### config.mk
export PLATFORM = sky130hd
export DESIGN_NAME = placar_ctrl
export DESIGN_NICKNAME = d
export VERILOG_FILES = /design/src/rtl/placar_ctrl.sv
export SDC_FILE = /design/constraint.sdc
export NUM_CORES = 1
export LEC_CHECK = 0
export BUFFER_PORTS_ARGS = -buffer_cell sky130_fd_sc_hd__buf_2
export CAP_MARGIN = 20
export CORE_MARGIN = 2
export CORE_UTILIZATION = 55
export CTS_BUF_LIST = sky130_fd_sc_hd__clkbuf_4
export CTS_CLUSTER_SIZE = 24
export DETAILED_ROUTE_END_ITERATION = 8
export GPL_ROUTABILITY_DRIVEN = 0
export PLACE_DENSITY = 0.78
export SYNTH_ARGS = -nofsm -noshare
export SYNTH_HDL_FRONTEND = slang
export SYNTH_SLANG_ARGS = --single-unit
### constraint.sdc
create_clock -name clk -period 14 [get_ports clk]
set_clock_uncertainty 0.2 [all_clocks]
set_input_delay 1.4 -clock clk [delete_from_list [all_inputs] [get_ports clk]]
set_output_delay 1.4 -clock clk [all_outputs]
set_load 0.005 [all_outputs]
### src/rtl/placar_ctrl.sv
// Score controller: round-robin point-add arbiter, saturating 20-bit score and sequential double-dabble BCD conversion.
// Optional leading-zero blanking of the HEX digits is enabled by defining PLACAR_ZERO_BLANK_EN.
module placar_ctrl #(
  parameter int unsigned N_REQ     = 4,
  parameter int unsigned PTS_W     = 8,
  parameter int unsigned SCORE_MAX = 999999
) (
  input  logic                   clk,
  input  logic                   rst_n,
  input  logic                   clear,
  input  logic [N_REQ-1:0]       req,
  input  logic [N_REQ*PTS_W-1:0] pts,
  output logic [N_REQ-1:0]       ack,
  output logic [19:0]            score,
  output logic [23:0]            bcd,
  output logic                   bcd_valid,
  output logic                   busy,
  output logic [5:0]             blank
);

  localparam int unsigned PTR_W = $clog2(N_REQ);
  localparam int unsigned SUM_W = ((PTS_W > 20) ? PTS_W : 20) + 1;

  typedef enum logic [1:0] {S_IDLE, S_CONV, S_DONE} state_e;

  state_e           state_q, state_d;
  logic [19:0]      score_q, score_d;
  logic [PTR_W-1:0] last_q, last_d;
  logic [43:0]      shreg_q, shreg_d;
  logic [4:0]       iter_q, iter_d;
  logic [23:0]      bcd_q, bcd_d;
  logic [N_REQ-1:0] ack_q, ack_d;
  logic             bval_q, bval_d;

  logic             gnt_vld;
  logic [PTR_W-1:0] gnt_idx;
  logic [PTS_W-1:0] sel_pts;
  logic [SUM_W-1:0] sum;
  logic [19:0]      add_score;

  function automatic logic [23:0] dabble_adj(input logic [23:0] in);
    logic [23:0] out;
    logic [3:0]  nib;
    out = '0;
    for (int unsigned d = 0; d < 6; d++) begin
      nib = in[4*d +: 4];
      if (nib >= 4'd5) nib = nib + 4'd3;
      out[4*d +: 4] = nib;
    end
    return out;
  endfunction

  // Round-robin search starting one past the last granted source.
  always_comb begin
    int unsigned idx;
    gnt_vld = 1'b0;
    gnt_idx = last_q;
    for (int unsigned k = 1; k <= N_REQ; k++) begin
      idx = (32'(last_q) + k) % N_REQ;
      if (!gnt_vld && req[PTR_W'(idx)]) begin
        gnt_vld = 1'b1;
        gnt_idx = PTR_W'(idx);
      end
    end
  end

  always_comb begin
    sel_pts   = pts[gnt_idx*PTS_W +: PTS_W];
    sum       = SUM_W'(score_q) + SUM_W'(sel_pts);
    add_score = (sum > SUM_W'(SCORE_MAX)) ? 20'(SCORE_MAX) : sum[19:0];
  end

`ifdef PLACAR_ZERO_BLANK_EN
  logic [5:0] blank_q, blank_d;

  // A digit is dark only if it and every more significant digit are zero.
  function automatic logic [5:0] lz_mask(input logic [23:0] b);
    logic [5:0] m;
    logic       zrun;
    m    = '0;
    zrun = 1'b1;
    for (int unsigned d = 5; d >= 1; d--) begin
      zrun = zrun && (b[4*d +: 4] == 4'd0);
      m[d] = zrun;
    end
    return m;
  endfunction
`endif

  always_comb begin
    state_d = state_q;
    score_d = score_q;
    last_d  = last_q;
    shreg_d = shreg_q;
    iter_d  = iter_q;
    bcd_d   = bcd_q;
    ack_d   = '0;
    bval_d  = 1'b0;
`ifdef PLACAR_ZERO_BLANK_EN
    blank_d = blank_q;
`endif
    unique case (state_q)
      S_IDLE: begin
        if (clear) begin
          score_d = '0;
          shreg_d = '0;
          iter_d  = '0;
          state_d = S_CONV;
        end else if (gnt_vld) begin
          score_d = add_score;
          ack_d   = N_REQ'(1) << gnt_idx;
          last_d  = gnt_idx;
          shreg_d = {24'd0, add_score};
          iter_d  = '0;
          state_d = S_CONV;
        end
      end
      S_CONV: begin
        shreg_d = {dabble_adj(shreg_q[43:20]), shreg_q[19:0]} << 1;
        iter_d  = iter_q + 5'd1;
        if (iter_q == 5'd19) state_d = S_DONE;
      end
      S_DONE: begin
        bcd_d   = shreg_q[43:20];
        bval_d  = 1'b1;
`ifdef PLACAR_ZERO_BLANK_EN
        blank_d = lz_mask(shreg_q[43:20]);
`endif
        state_d = S_IDLE;
      end
      default: state_d = S_IDLE;
    endcase
  end

  always_ff @(posedge clk or negedge rst_n) begin
    if (!rst_n) begin
      state_q <= S_IDLE;
      score_q <= '0;
      last_q  <= PTR_W'(N_REQ - 1);
      shreg_q <= '0;
      iter_q  <= '0;
      bcd_q   <= '0;
      ack_q   <= '0;
      bval_q  <= 1'b0;
    end else begin
      state_q <= state_d;
      score_q <= score_d;
      last_q  <= last_d;
      shreg_q <= shreg_d;
      iter_q  <= iter_d;
      bcd_q   <= bcd_d;
      ack_q   <= ack_d;
      bval_q  <= bval_d;
    end
  end

`ifdef PLACAR_ZERO_BLANK_EN
  always_ff @(posedge clk or negedge rst_n) begin
    if (!rst_n) blank_q <= 6'b111110;
    else        blank_q <= blank_d;
  end
  assign blank = blank_q;
`else
  assign blank = 6'b000000;
`endif

  assign ack       = ack_q;
  assign score     = score_q;
  assign bcd       = bcd_q;
  assign bcd_valid = bval_q;
  assign busy      = (state_q != S_IDLE);

endmodule
==> impl_results.md <==
- Fmax: 173 MHz
- Placed cell count: 765
- Worst-Skew Late Latency: 0.45 ns
- Max-slew headroom: 34.4%
- Max-Cap Viols: 0
- Peak supply drop: 0.195 mV
- Non-filler cells, final: 783
- Hold Path Stages: 2
- CP max FO: 24
- Final setup TNS: 0 ns
- Share of layout cells above drive strength 1: 22.8%
- I/O Buffers: 88
- Post-CTS Resized: 0
- Number of global-route vias before repair: 4632
- Mapped Cells: 570
- Post-CTS Hold Fix Bufs: 0
- Diode count: 0
- Vias per cell: 5.88
- FFs w/ async S/R, synth: 100%
- Post-Place Setup Slack: 7.36 ns
- Initial drt markers: 288
- Post-CTS setup buffers: 0
- Yosys cell types: 59
- Largest net degree at the start of global routing: 80
- Die extent in y: 105 um
- Placed inst area: 6090 sq um
- Crit-path most repeated cell: o21ai_1
- Num CTS Buffers: 9
- Vias post-DR: 4603
- HPWL Detailed: 9040 um
- CP Data Required Time: 14.12 ns
- Critical-path cell list: buf_2 > nand2b_1 > a21oi_1 > a211oi_4 > buf_8 > nor2b_1 > a211oi_1 > a21oi_1 > ha_1 > o21ai_0 > o21bai_1 > o2111ai_1 > or2_2 > o21ai_0 > o21ai_1 > o21ai_1 > a21o_1 > o21ai_1
- CTS Root Cell: clkbuf_4
- Crit path kind: primary input to register
- Cells on worst reg2reg path: 17
- Die width: 105 um
- Max stage delay on crit path: 0.61 ns
- CP arrival: 5.90 ns
- Final wirelength: 12500 um
- Ys Warns: 0
- Mapped Area: 5580 sq um
- Max Buffers Root-to-Sink: 2
- I/O pin total: 95
- Register area share after synthesis: 45.8%
- Dominant synthesized flop cell: dfrtp_1
- Min-delay worst type: register to register
- First-pass GRT wire length: 21700 um
- Worst Tran Pin Value: 0.985 ns
- CP Capture Type: register
- CORE AREA: 9820 sq um
- Leakage power: 2.95 nW
- Final Setup Violations: 0
- RSZ-0062 raised after global routing: false
- Reg clk slew, reported paths: 0.17 ns
- CTS H-tree lvls: 3
- Die Footprint: 11000 sq um
- Period utilisation layout: 41.2%
- Critical Path Source Type: primary input
- CTS tree: built
- Post-synthesis register bit count: 102
- Post-route ant nets: 0
- Initial Util: 56.8%
- Syn_area_per_cell: 9.79 sq um
- Cell Rows: 36
- Slowest-stage cell, CP: a21o_1
- Final worst slack: 8.23 ns
- Final instance area: 6280 sq um
- Post-route minimum period: 5.77 ns
- Number of flops mapped to enable cells by yosys: 0
- Fin. max-slew vios: 0
- DRT Pass-1 Iters: 5
- Antenna violations before repair: 0
- TritonCTS Sinks: 102
- Layout area overhead: 12.6%
- Grt total ovfl: 0
- Status: finished clean
- Power Density: 207 nW/um^2
- DRC errors left: 0
- Final Hold Fails: 0
- Nets: 708
- Total track usage: 24.1%
- Avg WL per Cell: 16.0 um
## final timing paths
kind	start	endpoint	slack, ns
min	bcd[17]$_DFFE_PN0P_	bcd[17]$_DFFE_PN0P_	0.30
max reg2reg	last_q[1]$_DFFE_PN1P_	score[10]$_DFFE_PN0P_	8.63
min in group asynchronous	rst_n	ack[3]$_DFF_PN0_	0.61
max	req[1]	score[10]$_DFFE_PN0P_	8.23
max in group asynchronous	rst_n	score[18]$_DFFE_PN0P_	11.70
min reg2reg	bcd[17]$_DFFE_PN0P_	bcd[17]$_DFFE_PN0P_	0.30
## layer usage
metal | vias up | wire [um] | track usage (%)
met2 | 115 | 6380 | 40.9
met3 | 17 | 430 | 5.24
met1 | 2261 | 5520 | 31.1
met4 | 0 | 171 | 6.86
met5 | - | 0 | 0
li1 | 2210 | - | -
## cell type report
class / instances / area (sq um)
clock buffer: 9 / 67.6
clock inverter: 7 / 95.1
fill: 842 / 3530
inverter: 20 / 75.1
multi-input combinational: 417 / 2820
sequential: 102 / 2550
tap: 133 / 166
timing repair buffer: 95 / 510
## through the flow
step	hold WS, ns	power, mW	util, %
finish	0.297	1.30	64.0
global route	0.333	1.41	64.0
CTS	0.303	1.30	63.7
detailed placement	0.266	1.13	62.0
global placement	0.258	1.10	62.0
floorplan	0.250	0.945	-
## critical path, delay by kind of cell
kind	cells	cell delay (ns)
and+or+nand+nor	3	0.57
adders and majority gates	1	0.45
AOI/OAI and AO/OA	12	3.09
buffers and inverters	2	0.37
## synth_stat cells, types with 5 or more instances
cell type	count	area, sq um
nor2b_1	9	56.3
a32o_1	6	60.1
buf_2	6	30.0
nor3_1	5	25.0
o31ai_1	6	45.0
o21ai_1	6	30.0
nand2b_1	9	56.3
buf_4	6	45.0
clkbuf_1	23	86.3
nand4_1	6	37.5
a22oi_1	17	128
o32ai_1	5	43.8
dfrtp_1	100	2500
a21oi_1	35	175
o21ai_2	11	96.3
nor2_1	23	86.3
inv_1	20	75.1
nand2_1	60	225
mux2i_1	8	80.1
o21ai_0	48	240
o22ai_1	8	50.1
ha_1	23	288
nand3_1	9	45.0
xnor2_1	15	131
a21o_1	7	52.6
a211oi_1	10	75.1
xor2_1	16	140
mux2_2	12	135
## power breakdown
part / total, mW / switching, mW / internal (mW)
logic: 0.660 / 0.390 / 0.270
clock network: 0.168 / 0.107 / 0.0602
registers: 0.475 / 0.0809 / 0.394
## state kept, by name (all words and copies together) (netlist names)
name and flops:
shreg_q 44, bcd 24, score 20, iter_q 5, ack 4, last_q 2, state_q 2, bcd_valid 1
## placed cells by master (no fill, tap or decap), types with 4 or more instances in the layout
master / instances
nor2_1: 23
o21ai_0: 47
clkbuf_4: 9
a32o_1: 6
buf_2: 87
o211ai_1: 4
inv_1: 20
conb_1: 6
o32ai_1: 5
nand4_1: 6
o31ai_1: 6
a21o_1: 7
o21ai_1: 6
a21boi_0: 4
mux2i_1: 8
nor2b_1: 8
dfrtp_1: 100
a211oi_1: 9
nand2b_1: 9
o21ai_2: 12
xor2_1: 16
nor3_1: 5
nand3_1: 9
o22ai_1: 8
buf_4: 6
mux2_2: 12
a31oi_1: 4
ha_1: 23
a21oi_1: 35
xnor2_1: 15
nand2_1: 60
a22oi_1: 17
## cells by family (layout without fill, tap and decap cells)
group / count (synthesis) / after routing / synth area share (%)
AO/OA/AOI/OAI: 193 / 193 / 23.1
AND/OR/NAND/NOR: 143 / 143 / 12.4
flip-flops: 102 / 102 / 45.8
buffers and inverters: 56 / 131 / 4.44
XOR/XNOR: 31 / 31 / 4.87
adder cells (fa/ha/maj): 24 / 24 / 5.52
multiplexers: 20 / 20 / 3.86
other: 1 / 6 / 0.0672
Power figures use the tool's default switching activity.
